[src/rtl/rv32i_types.sv]
// Shared RV32 types for the M-extension path: funct3 encodings and controller states.
// Latency: n/a (types only).
// Backpressure: n/a.
package rv32i_types;

    typedef enum logic [2:0] {
        M_MUL    = 3'b000,
        M_MULH   = 3'b001,
        M_MULHSU = 3'b010,
        M_MULHU  = 3'b011,
        M_DIV    = 3'b100,
        M_DIVU   = 3'b101,
        M_REM    = 3'b110,
        M_REMU   = 3'b111
    } m_funct3_t;

    typedef enum logic [1:0] {
        IDLE    = 2'd0,
        BUSY    = 2'd1,
        DONE    = 2'd2,
        RECOVER = 2'd3
    } m_ctrl_state_t;

endpackage

[src/rtl/m_ext_replay_cache.sv]
// One-entry replay cache keyed by {funct3, rs1, rs2}, holding the last unit result.
// Latency: hit is combinational on the lookup key; a write is visible the next cycle.
// Backpressure: none; the controller writes only when the unit hands back a result.
module m_ext_replay_cache
    import rv32i_types::*;
#(
    parameter int XLEN = 32,
    parameter bit EN   = 1'b1
) (
    input  logic            clk,
    input  logic            rst,
    input  logic            i_wr,
    input  logic [2:0]      i_wr_funct3,
    input  logic [XLEN-1:0] i_wr_rs1,
    input  logic [XLEN-1:0] i_wr_rs2,
    input  logic [XLEN-1:0] i_wr_result,
    input  logic [2:0]      i_lk_funct3,
    input  logic [XLEN-1:0] i_lk_rs1,
    input  logic [XLEN-1:0] i_lk_rs2,
    output logic            o_hit,
    output logic [XLEN-1:0] o_result
);

    logic            r_valid;
    logic [2:0]      r_funct3;
    logic [XLEN-1:0] r_rs1;
    logic [XLEN-1:0] r_rs2;
    logic [XLEN-1:0] r_result;

    // Capture the tag and result of each op the unit completes; reset invalidates the entry
    always_ff @(posedge clk) begin
        if (!rst) begin
            r_valid  <= 1'b0;
            r_funct3 <= '0;
            r_rs1    <= '0;
            r_rs2    <= '0;
            r_result <= '0;
        end else if (i_wr) begin
            r_valid  <= 1'b1;
            r_funct3 <= i_wr_funct3;
            r_rs1    <= i_wr_rs1;
            r_rs2    <= i_wr_rs2;
            r_result <= i_wr_result;
        end
    end

    assign o_hit    = EN && r_valid && (r_funct3 == i_lk_funct3)
                      && (r_rs1 == i_lk_rs1) && (r_rs2 == i_lk_rs2);
    assign o_result = r_result;

endmodule

[src/rtl/m_ext_ctrl.sv]
// Sequencer between EX and the mul/div unit: latches operands, strobes the unit, replays repeats.
// Latency: miss done at cycle k -> result_valid_o the cycle after; cache hit -> result_valid_o next cycle.
// Backpressure: stall_o holds IF/ID/EX until DONE; the result is held until pipe_advance_i or flush_i.
module m_ext_ctrl
    import rv32i_types::*;
#(
    parameter int XLEN       = 32,
    parameter bit CACHE_EN   = 1'b1,
    parameter int MAX_CYCLES = 40
) (
    input  logic            clk,
    input  logic            rst,
    input  logic            req_valid_i,
    input  logic [2:0]      funct3_i,
    input  logic [XLEN-1:0] rs1_i,
    input  logic [XLEN-1:0] rs2_i,
    input  logic            flush_i,
    input  logic            pipe_advance_i,
    input  logic            alu_done_i,
    input  logic [XLEN-1:0] alu_result_i,
    output logic            alu_active_o,
    output logic [2:0]      alu_funct3_o,
    output logic [XLEN-1:0] alu_rs1_o,
    output logic [XLEN-1:0] alu_rs2_o,
    output logic            stall_o,
    output logic            result_valid_o,
    output logic [XLEN-1:0] result_o,
    output logic            err_o
);

    localparam int               CNT_W    = $clog2(MAX_CYCLES + 1);
    localparam logic [CNT_W-1:0] CNT_LAST = CNT_W'(MAX_CYCLES - 1);

    m_ctrl_state_t   r_state;
    m_ctrl_state_t   w_next;
    m_funct3_t       r_funct3;
    logic [XLEN-1:0] r_rs1;
    logic [XLEN-1:0] r_rs2;
    logic [XLEN-1:0] r_result;
    logic [CNT_W-1:0] r_cnt;
    logic            r_err;
    logic            r_used;

    logic            w_accept;
    logic            w_hit;
    logic [XLEN-1:0] w_hit_result;
    logic            w_done_ok;
    logic            w_timeout;

    // Flush outranks both a finishing unit and the watchdog; the timeout fires on the
    // last allowed BUSY cycle so the unit is never active for more than MAX_CYCLES.
    assign w_accept  = (r_state == IDLE) && req_valid_i && !flush_i;
    assign w_done_ok = (r_state == BUSY) && !flush_i && alu_done_i;
    assign w_timeout = (r_state == BUSY) && !flush_i && !alu_done_i && (r_cnt == CNT_LAST);

    m_ext_replay_cache #(
        .XLEN (XLEN),
        .EN   (CACHE_EN)
    ) u_cache (
        .clk         (clk),
        .rst         (rst),
        .i_wr        (w_done_ok),
        .i_wr_funct3 (r_funct3),
        .i_wr_rs1    (r_rs1),
        .i_wr_rs2    (r_rs2),
        .i_wr_result (alu_result_i),
        .i_lk_funct3 (funct3_i),
        .i_lk_rs1    (rs1_i),
        .i_lk_rs2    (rs2_i),
        .o_hit       (w_hit),
        .o_result    (w_hit_result)
    );

    // State register
    always_ff @(posedge clk) begin
        if (!rst) begin
            r_state <= IDLE;
        end else begin
            r_state <= w_next;
        end
    end

    // Operand latches, result register, unit-used flag and watchdog counter/flag
    always_ff @(posedge clk) begin
        if (!rst) begin
            r_funct3 <= M_MUL;
            r_rs1    <= '0;
            r_rs2    <= '0;
            r_result <= '0;
            r_cnt    <= '0;
            r_err    <= 1'b0;
            r_used   <= 1'b0;
        end else begin
            if (w_accept) begin
                r_funct3 <= m_funct3_t'(funct3_i);
                r_rs1    <= rs1_i;
                r_rs2    <= rs2_i;
                r_cnt    <= '0;
                r_used   <= !w_hit;
                if (w_hit) begin
                    r_result <= w_hit_result;
                end
            end
            if (r_state == BUSY) begin
                r_cnt <= r_cnt + 1'b1;
            end
            if (w_done_ok) begin
                r_result <= alu_result_i;
            end
            if (w_timeout) begin
                r_err <= 1'b1;
            end
        end
    end

    // Next state and state-decoded outputs; a hit never touched the unit so it skips RECOVER
    always_comb begin
        w_next         = r_state;
        alu_active_o   = 1'b0;
        result_valid_o = 1'b0;
        case (r_state)
            IDLE: begin
                if (w_accept) begin
                    w_next = w_hit ? DONE : BUSY;
                end
            end
            BUSY: begin
                alu_active_o = 1'b1;
                if (flush_i || w_timeout) begin
                    w_next = RECOVER;
                end else if (alu_done_i) begin
                    w_next = DONE;
                end
            end
            DONE: begin
                result_valid_o = 1'b1;
                if (flush_i || pipe_advance_i) begin
                    w_next = r_used ? RECOVER : IDLE;
                end
            end
            RECOVER: begin
                w_next = IDLE;
            end
            default: begin
                w_next = IDLE;
            end
        endcase
    end

    assign stall_o      = req_valid_i && !flush_i && (r_state != DONE);
    assign alu_funct3_o = r_funct3;
    assign alu_rs1_o    = r_rs1;
    assign alu_rs2_o    = r_rs2;
    assign result_o     = r_result;
    assign err_o        = r_err;

endmodule
[config.mk]
export PLATFORM = sky130hd
export DESIGN_NAME = m_ext_ctrl
export DESIGN_NICKNAME = d
export VERILOG_FILES = /design/src/rtl/rv32i_types.sv /design/src/rtl/m_ext_replay_cache.sv /design/src/rtl/m_ext_ctrl.sv
export SDC_FILE = /design/constraint.sdc
export NUM_CORES = 1
export LEC_CHECK = 0
export CORE_ASPECT_RATIO = 0.9
export CORE_MARGIN = 4
export CORE_UTILIZATION = 25
export CTS_CLUSTER_DIAMETER = 30
export DETAILED_ROUTE_END_ITERATION = 6
export PLACE_DENSITY = 0.42
export SLEW_MARGIN = 0
export SYNTH_ARGS = -nofsm -noshare
export SYNTH_HDL_FRONTEND = slang
export SYNTH_SLANG_ARGS = --single-unit
[constraint.sdc]
create_clock -name clk -period 3.5 [get_ports clk]
set_clock_uncertainty 0.2 [all_clocks]
set_input_delay 0.525 -clock clk [delete_from_list [all_inputs] [get_ports clk]]
set_output_delay 0.525 -clock clk [all_outputs]
set_load 0.005 [all_outputs]
## Word level (Yosys, flattened, before mapping)

Index checks and enable logic that the tools add are counted.

| storage, ports and cells | value |
|---|---|
| register bits | 209 |
| input port bits | 105 |
| output and inout bits | 103 |
| logic and storage cells | 61 |

| cells by class | value |
|---|---|
| add/subtract/negate cells | 1 |
| equal/unequal tests | 11 |
| mux-type cells | 14 |
| reduce and logical (&&, ||, !) cells | 22 |

Operators by type and width:

| operator | count |
|---|---|
| 32-bit two-way mux | 3 |
| 32-bit equality test | 2 |
| 2-bit two-way mux | 6 |
| 6-bit two-way mux | 2 |
| 1-bit logical AND | 11 |
| 2-bit one-hot mux with 4 select lines | 1 |
| 6-bit by 1-bit adder with 6-bit output (second input constant) | 1 |
| 6-bit equality test (second input constant) | 1 |
| 2-bit inequality test (second input constant) | 3 |
| 2-bit nonzero test | 3 |
| 2-bit equality test (second input constant) | 2 |
| 3-bit equality test | 1 |
| 1-bit logical NOT | 3 |
| 3-bit by 2-bit inequality test with 1-bit output (second input constant) | 1 |
| 3-bit AND reduction | 1 |
| 2-bit by 1-bit equality test with 1-bit output (second input constant) | 1 |
| 2-bit logical NOT | 1 |
| 1-bit logical OR | 2 |
| 1-bit two-way mux | 2 |
| 2-bit AND reduction | 1 |

## Logic depth before layout (Yosys ltp)

| depth | value |
|---|---|
| depth after elaboration | 7 |
| mapped depth | 11 |
| mapped depth without buffers | 7 |

## Hierarchy

A second synthesis with hierarchy kept.

| second synthesis, totals | value |
|---|---|
| cell total of the unflattened synthesis | 933 |
| area total of the unflattened synthesis | 8668.3 µm² |

Modules (own cells, without submodules):

| module | instances | cells an instance | area each (µm²) | seq. area each (µm²) |
|---|---|---|---|---|
| m_ext_replay_cache | 1 | 430 | 4506.8 | 2001.9 |
| m_ext_ctrl | 1 | 503 | 4161.5 | 2182.1 |

## Worst setup path before layout

No wires, ideal clock.

| path | value |
|---|---|
| kind | input to register |
| start point | in rs1_i[25] |
| end point | reg r_result[10], in the netlist result_o[10] |
| library setup time | 0.124 ns |
| data arrival time | 2.360 ns |
| path slack | 0.816 ns |
| stages | 8 |
| buffers on the path | 2 |
| path through | nor2b_1 > a2111o_1 > or4_4 > or3_1 > buf_6 > buf_8 > a221oi_2 > nand3_1 |

| between the ends | value |
|---|---|
| word-level cells in the longest chain between the ends | 5 |

Ends and longest elaborated chain:

| item | RTL line | RTL |
|---|---|---|
| from (decl) | m_ext_ctrl.sv:15 | `input logic [XLEN-1:0] rs1_i,` |
| 32-bit equality test | m_ext_replay_cache.sv:48 | `&& (r_rs1 == i_lk_rs1) && (r_rs2 == i_lk_rs2);` |
| 1-bit logical AND (2 in a row) | m_ext_replay_cache.sv:48 |  |
| 2-bit nonzero test (no source line) | -- |  |
| 2-bit AND reduction (no source line) | -- |  |
| to (signal assigned) | m_ext_ctrl.sv:101 | `r_result <= w_hit_result;` |
| to (signal assigned) | m_ext_ctrl.sv:108 | `r_result <= alu_result_i;` |
| to (decl) | m_ext_ctrl.sv:39 | `logic [XLEN-1:0] r_result;` |

No other way between the ends.
A chain may end at the register's enable or synchronous reset.

## Final worst setup path

| path | value |
|---|---|
| start point | in rs1_i[22] |
| end point | reg r_result[31], in the netlist result_o[31] |

Same word-level chain as after synthesis.

==> results.txt <==
Crit Path Max Fanout: 33
async set-reset flop share out of synthesis: 0%
Max Cap Viol: 0
number of synthesized flops with an enable pin: 0
share of power burned in registers: 27.2%
Compound-Gate Fraction of Synth Area: 20.5%
Cell variety after synth: 44
RSZ-0062 raised after global routing: false
leak pwr: 5.44 nW
Post-CTS Resized: 0
Total Routed Length: 35700 um
top post-synthesis cells by area: dfxtp_1, nand2_1, a21boi_0
largest net degree at the start of global routing: 113
status: complete, no violations
Switch Pwr: 2.32 mW
post-CTS setup buffers: 0
Slew HR: 43.7%
Syn Area/Cell: 8.06 um^2
design area: 14800 um^2
TritonCTS clock tree: yes
die area: 42200 um^2
Cell Area, Synth: 9750 um^2
CORE AREA: 38500 um^2
crit path launch type: primary input
post-DP HPWL: 23200 um
Final Slew Violations: 0
Worst Max-Slew Pin Slew: 845 ps
top_reg_cell synth: dfxtp_1
Final Non-Filler Cells: 2001
antenna fix cells: 0
sequential-to-total area share from yosys stat: 42.9%
PortBufs: 207
CTS root buffer: clkbuf_16
io pins: 208
GPL Wtd Cong: 0.789
Die Wd: 216 um
largest family of logic cells by synthesized area: simple AND/OR/NAND/NOR gates
Post-DP Area: 12500 um^2
Reg clk slew, reported paths: 40 ps
num rows: 68
Clk pwr share: 60.8%
flops & latches, synth: 209
Placed Cells: 1884
hold bufs inserted after CTS: 0
share of layout cells above drive strength 1: 12.5%
initial drt markers: 509
nets: 1534
Post-Synthesis Cells: 1210
Pre-antenna DRT Iters: 5
clk sinks: 209
kind of critical path: in -> reg
combinational share of power: 12.1%
Via density: 4.56
total global routing overflow: 0
critical path endpoint category: flop
Clock Latency Late Sink: 540 ps
Hold Fails Final Rpt: 0
post-synth top area share: 42.9%
crit path time final: 2940 ps
post-DR wirelength/cell: 17.8 um
Pwr Density: 666 nW/um^2
worst vdd ir: 312 uV
Adder-Cell Fraction of Synth Area: 0.128%
worst path required time: 3720 ps
worst-case clock buffer depth: 3
initial antenna violation count: 1
initial core utilization: 25.4%
CTS Buf Count: 67
final setup fails: 0
Syn. warnings: 0
Critical Path AT: 3160 ps
fmax: 340 MHz
sw frac: 23.5%
vias in the first global route: 8938
Min-Delay Path Class: reg -> reg
CTS H-tree lvls: 3
syn_nets: 1316
# DRC: 0
antenna violation net count after detailed routing: 0
mux cell area share after synthesis: 0%
Post-Route Utilization: 38.6%
vias post-DR: 9126
first-pass GRT wire length: 54400 um
Internal: 7.56 mW
die height: 195 um
GRT Util Overall: 16.4%
Synth Area in Simple Gates: 28.5%
Setup TNS: 0 ps
Area growth syn-to-layout: 52.1%
xor/xnor share of the synthesized area: 3.14%
period utilization: 84.0%
Yosys top cell by area: dfxtp_1
[synth_stat cells, types with 2 or more instances]
cell         n
a2111oi_0    7
nor4_1       7
nand2b_1    51
nand2_1    368
dfxtp_1    209
nor3_1      35
a31oi_1      2
buf_1        8
xnor2_1      5
a21boi_0   167
o2111ai_1    3
o21a_1       3
and3_1       3
a221oi_1     2
a21oi_1      3
xor2_1      30
nand4_1     40
clkbuf_1    62
and2_1       2
o2111a_1     3
nand3_1     36
buf_2       19
buf_8        3
a221oi_2    30
nor2_1      43
nor2b_1     26
o22ai_1      2
inv_1       16
or3_1        2
o21ai_0      9
[worst paths after layout]
check | startpoint | depth (start not counted) | to | slack [ps]
worst max-delay path | rs1_i[22] | 9 | result_o[31] | 560
worst min-delay path | u_cache.r_rs1[20] | 2 | u_cache.r_rs1[20] | 260
worst max register to register | u_cache.r_rs2[11] | 8 | result_o[11] | 750
worst min register to register | u_cache.r_rs1[20] | 2 | u_cache.r_rs1[20] | 260
[cells in the final DEF, fill, tap and decap left out, types with 3 or more instances in the layout]
| cell type | n |
|---|---|
| a2111oi_0 | 7 |
| a21boi_0 | 167 |
| a21oi_1 | 3 |
| a221oi_2 | 30 |
| buf_12 | 14 |
| buf_4 | 21 |
| bufinv_16 | 5 |
| clkbuf_1 | 9 |
| clkbuf_16 | 71 |
| clkbuf_8 | 19 |
| clkdlybuf4s50_1 | 206 |
| clkinv_2 | 12 |
| dfxtp_1 | 209 |
| inv_1 | 16 |
| nand2_1 | 368 |
| nand2b_1 | 51 |
| nand3_1 | 35 |
| nand4_1 | 40 |
| nor2_1 | 43 |
| nor2b_1 | 26 |
| nor3_1 | 34 |
| nor4_1 | 7 |
| o2111a_1 | 3 |
| o2111ai_1 | 3 |
| o21a_1 | 3 |
| o21ai_0 | 9 |
| xnor2_1 | 5 |
| xor2_1 | 30 |
[power groups by stage]
stage | logic (mW) | registers, mW | clock network (mW)
finish | 1.19 | 2.68 | 6.01
global placement | 1.18 | 2.73 | 0
CTS | 1.21 | 2.69 | 6.13
detailed placement | 1.21 | 2.72 | 0
floorplan | 0.546 | 2.70 | 0
global route | 1.31 | 2.70 | 6.28
[layout make-up]
type / instances / area [um^2]
well taps: 525 / 657
inverters: 17 / 63.8
clock buffers: 99 / 2070
repair buffers: 242 / 2510
multi-input cells: 891 / 5130
fillers: 3946 / 23600
clock inverters: 18 / 219
flip-flops and latches: 209 / 4180
[registers in the layout, summed over array words and instances, names as in the netlist, 2 cells and up]
| register | flops |
|---|---|
| alu_rs1_o | 32 |
| alu_rs2_o | 32 |
| result_o | 32 |
| u_cache.o_result | 32 |
| u_cache.r_rs1 | 32 |
| u_cache.r_rs2 | 32 |
| r_cnt | 6 |
| alu_funct3_o | 3 |
| u_cache.r_funct3 | 3 |
| r_state | 2 |
[kinds of logic after synthesis]
family / Yosys count
compound gates: 236
xor+xnor: 35
fa+ha+maj: 1
buf+inv: 110
flops: 209
simple gates: 619
[per-stage QoR]
step                power [mW]  setup slack, ps  hold WS [ps]
finish                    9.89              558           260
global route              10.3              424           287
CTS                       10.0              576           264
detailed placement        3.93             8.56           258
global placement          3.91            -59.5           251
floorplan                 3.25              816           240
[critical path, stage by stage]
cell and delay [ps]:
clkdlybuf4s50_1 480, nor2b_1 180, a2111oi_0 500, buf_4 200, nand4_1 90, or3_2 530, buf_12 200, a221oi_1 310
nand3_1 100
[per-layer routing]
metal | share of wire (%) | global-route usage (%)
met1 | 51 | 23.8
met2 | 42 | 23.4
met3 | 4.7 | 4.34
met4 | 2.4 | 5.48
met5 | 0.036 | 0
(Power assumes the default switching activity.)
==> RTL edit, RTL diff (config.mk and constraints unchanged) <==
`XLEN` is set to 32 in 2 places; all go to 24.
--- a/src/rtl/m_ext_replay_cache.sv
+++ b/src/rtl/m_ext_replay_cache.sv
@@ -5,5 +5,5 @@
     import rv32i_types::*;
 #(
-    parameter int XLEN = 32,
+    parameter int XLEN = 24,
     parameter bit EN   = 1'b1
 ) (
--- a/src/rtl/m_ext_ctrl.sv
+++ b/src/rtl/m_ext_ctrl.sv
@@ -5,5 +5,5 @@
     import rv32i_types::*;
 #(
-    parameter int XLEN       = 32,
+    parameter int XLEN       = 24,
     parameter bit CACHE_EN   = 1'b1,
     parameter int MAX_CYCLES = 40
Ports: changed (6 resized); port bits go from 208 to 160. The function was not compared with the original's and may differ.
==> RTL edit against the unedited design <==
Setup slack gained 0.053 ns; synthesized area down 30%; synthesized cell count decreased by 27%; global-route usage decreased by 1.0 points; via count shrank 31%; core utilization down 3.5 points; fmax increased by 1.8%; sequential cell count down 48; die area shrank 29%; design area shrank 36%; routed wire length decreased by 35%; power is 55% lower; critical endpoint is now alu_active_o; largest cell class unchanged.
==> RTL edit: results (changes against the unedited design) <==
- GRT Max-Usage Layer: met2
- Hold EP: result_o[16]
- Layout cells sized above 1: 5.77% (-6.7 points)
- Worst setup startpoint: r_state[0]
- Syn Nets: 962 (-27%)
- Met3 WL post-DR: 1.33 mm (-21%)
- HPWL Detailed: 15.4 mm (-34%)
- R2R setup slack: 1.07 ns (+0.32 ns)
- Nets@finish: 1092 (-29%)
- Non-CTS buffers: 178 (-26%)
- Avg Cell Area, Syn: 7.80 um2 (-3.2%)
- Critical path's largest stage delay: 0.57 ns (+0.04 ns)
- Synth cell count leaders: nand2_1, dfxtp_1, a21oi_1
- Met2 Wirelength: 10.1 mm (-33%)
- Final worst setup slack: 0.612 ns (+0.0534 ns)
- Cts bufs inserted: 17 (-75%)
- Count of cell types in the netlist: 39 (-11%)
- Vias in the first global route: 6139 (-31%)
- Global-route wire length before repair: 36.2 mm (-33%)
- M1 WL: 11.5 mm (-36%)
- Status: complete, no violations
- End point of the critical path: alu_active_o
- Met2 Use GR: 23.4% (-0.051 points)
- Tightest Pin Transition: 0.940 ns (+0.0958 ns)
- Fillers: 2870 (-27%)
- 1st-iter DRT viols: 347 (-32%)
- Port Buffers: 159 (-23%)
- Placer Congestion: 0.735 (-6.8%)
- P_clk: 1.85 mW (-69%)
- Seq/Total Area, Yosys: 47.0% (+4.1 points)
- Net Sw Frac: 28.5% (+5.0 points)
- FF-to-FF Start: u_cache.r_rs1[21]
- Vias: 6302 (-31%)
- Worst R2R End: result_o[1]
- P_int: 3.21 mW (-58%)
- Lkg Pwr: 3.38 nW (-38%)
- Seq. cell area: 3220 um2 (-23%)
- Power in combinational cells: 0.678 mW (-43%)
- Gr usage total: 15.4% (-1.0 points)
- Clk Latency, worst-skew pair: 0.43 ns (-0.11 ns)
- Largest net degree at the start of global routing: 82 (-27%)
- CTS clock-pin slew for the worst setup and hold paths: 0.07 ns (+0.03 ns)
- DP Area: 8900 um2 (-29%)
- Total Routed Length: 23.2 mm (-35%)
- Clock-cell share of area: 6.10% (-9.3 points)
- H-tree depth: 4 (+1)
- Multi-Input Combinational: 636 (-29%)
- GR Layer Usage met3: 4.36% (+0.017 points)
- Fraction of area in multi-input gates: 35.2% (+0.67 points)
- Post-placement cell count: 1345 (-29%)
==> RTL edit: cell types whose count changed after synthesis, moves of 21 or more <==
cell,before,now
a221oi_2,30,0
dfxtp_1,209,161
o21ai_1,0,21
nor2_1,43,20
nand4_1,40,5
a2bb2oi_1,0,24
a21oi_1,3,109
nor3_1,35,4
nor4_1,7,33
a21boi_0,167,0
mux2i_1,0,25
nand2b_1,51,5
nand2_1,368,283
==> RTL edit: kinds of logic (layout without fill, tap and decap cells) <==
family / count (synthesis) / after routing / synth area share, %
DFF: 161 / 161 / 47.0
adders and majority gates: 1 / 1 / 0.182
buffers and inverters: 83 / 226 / 4.94
xor gates and xnor gates: 36 / 36 / 4.59
AOI/OAI and AO/OA: 176 / 176 / 14.7
muxes: 25 / 25 / 3.65
and+or+nand+nor: 398 / 398 / 25.0
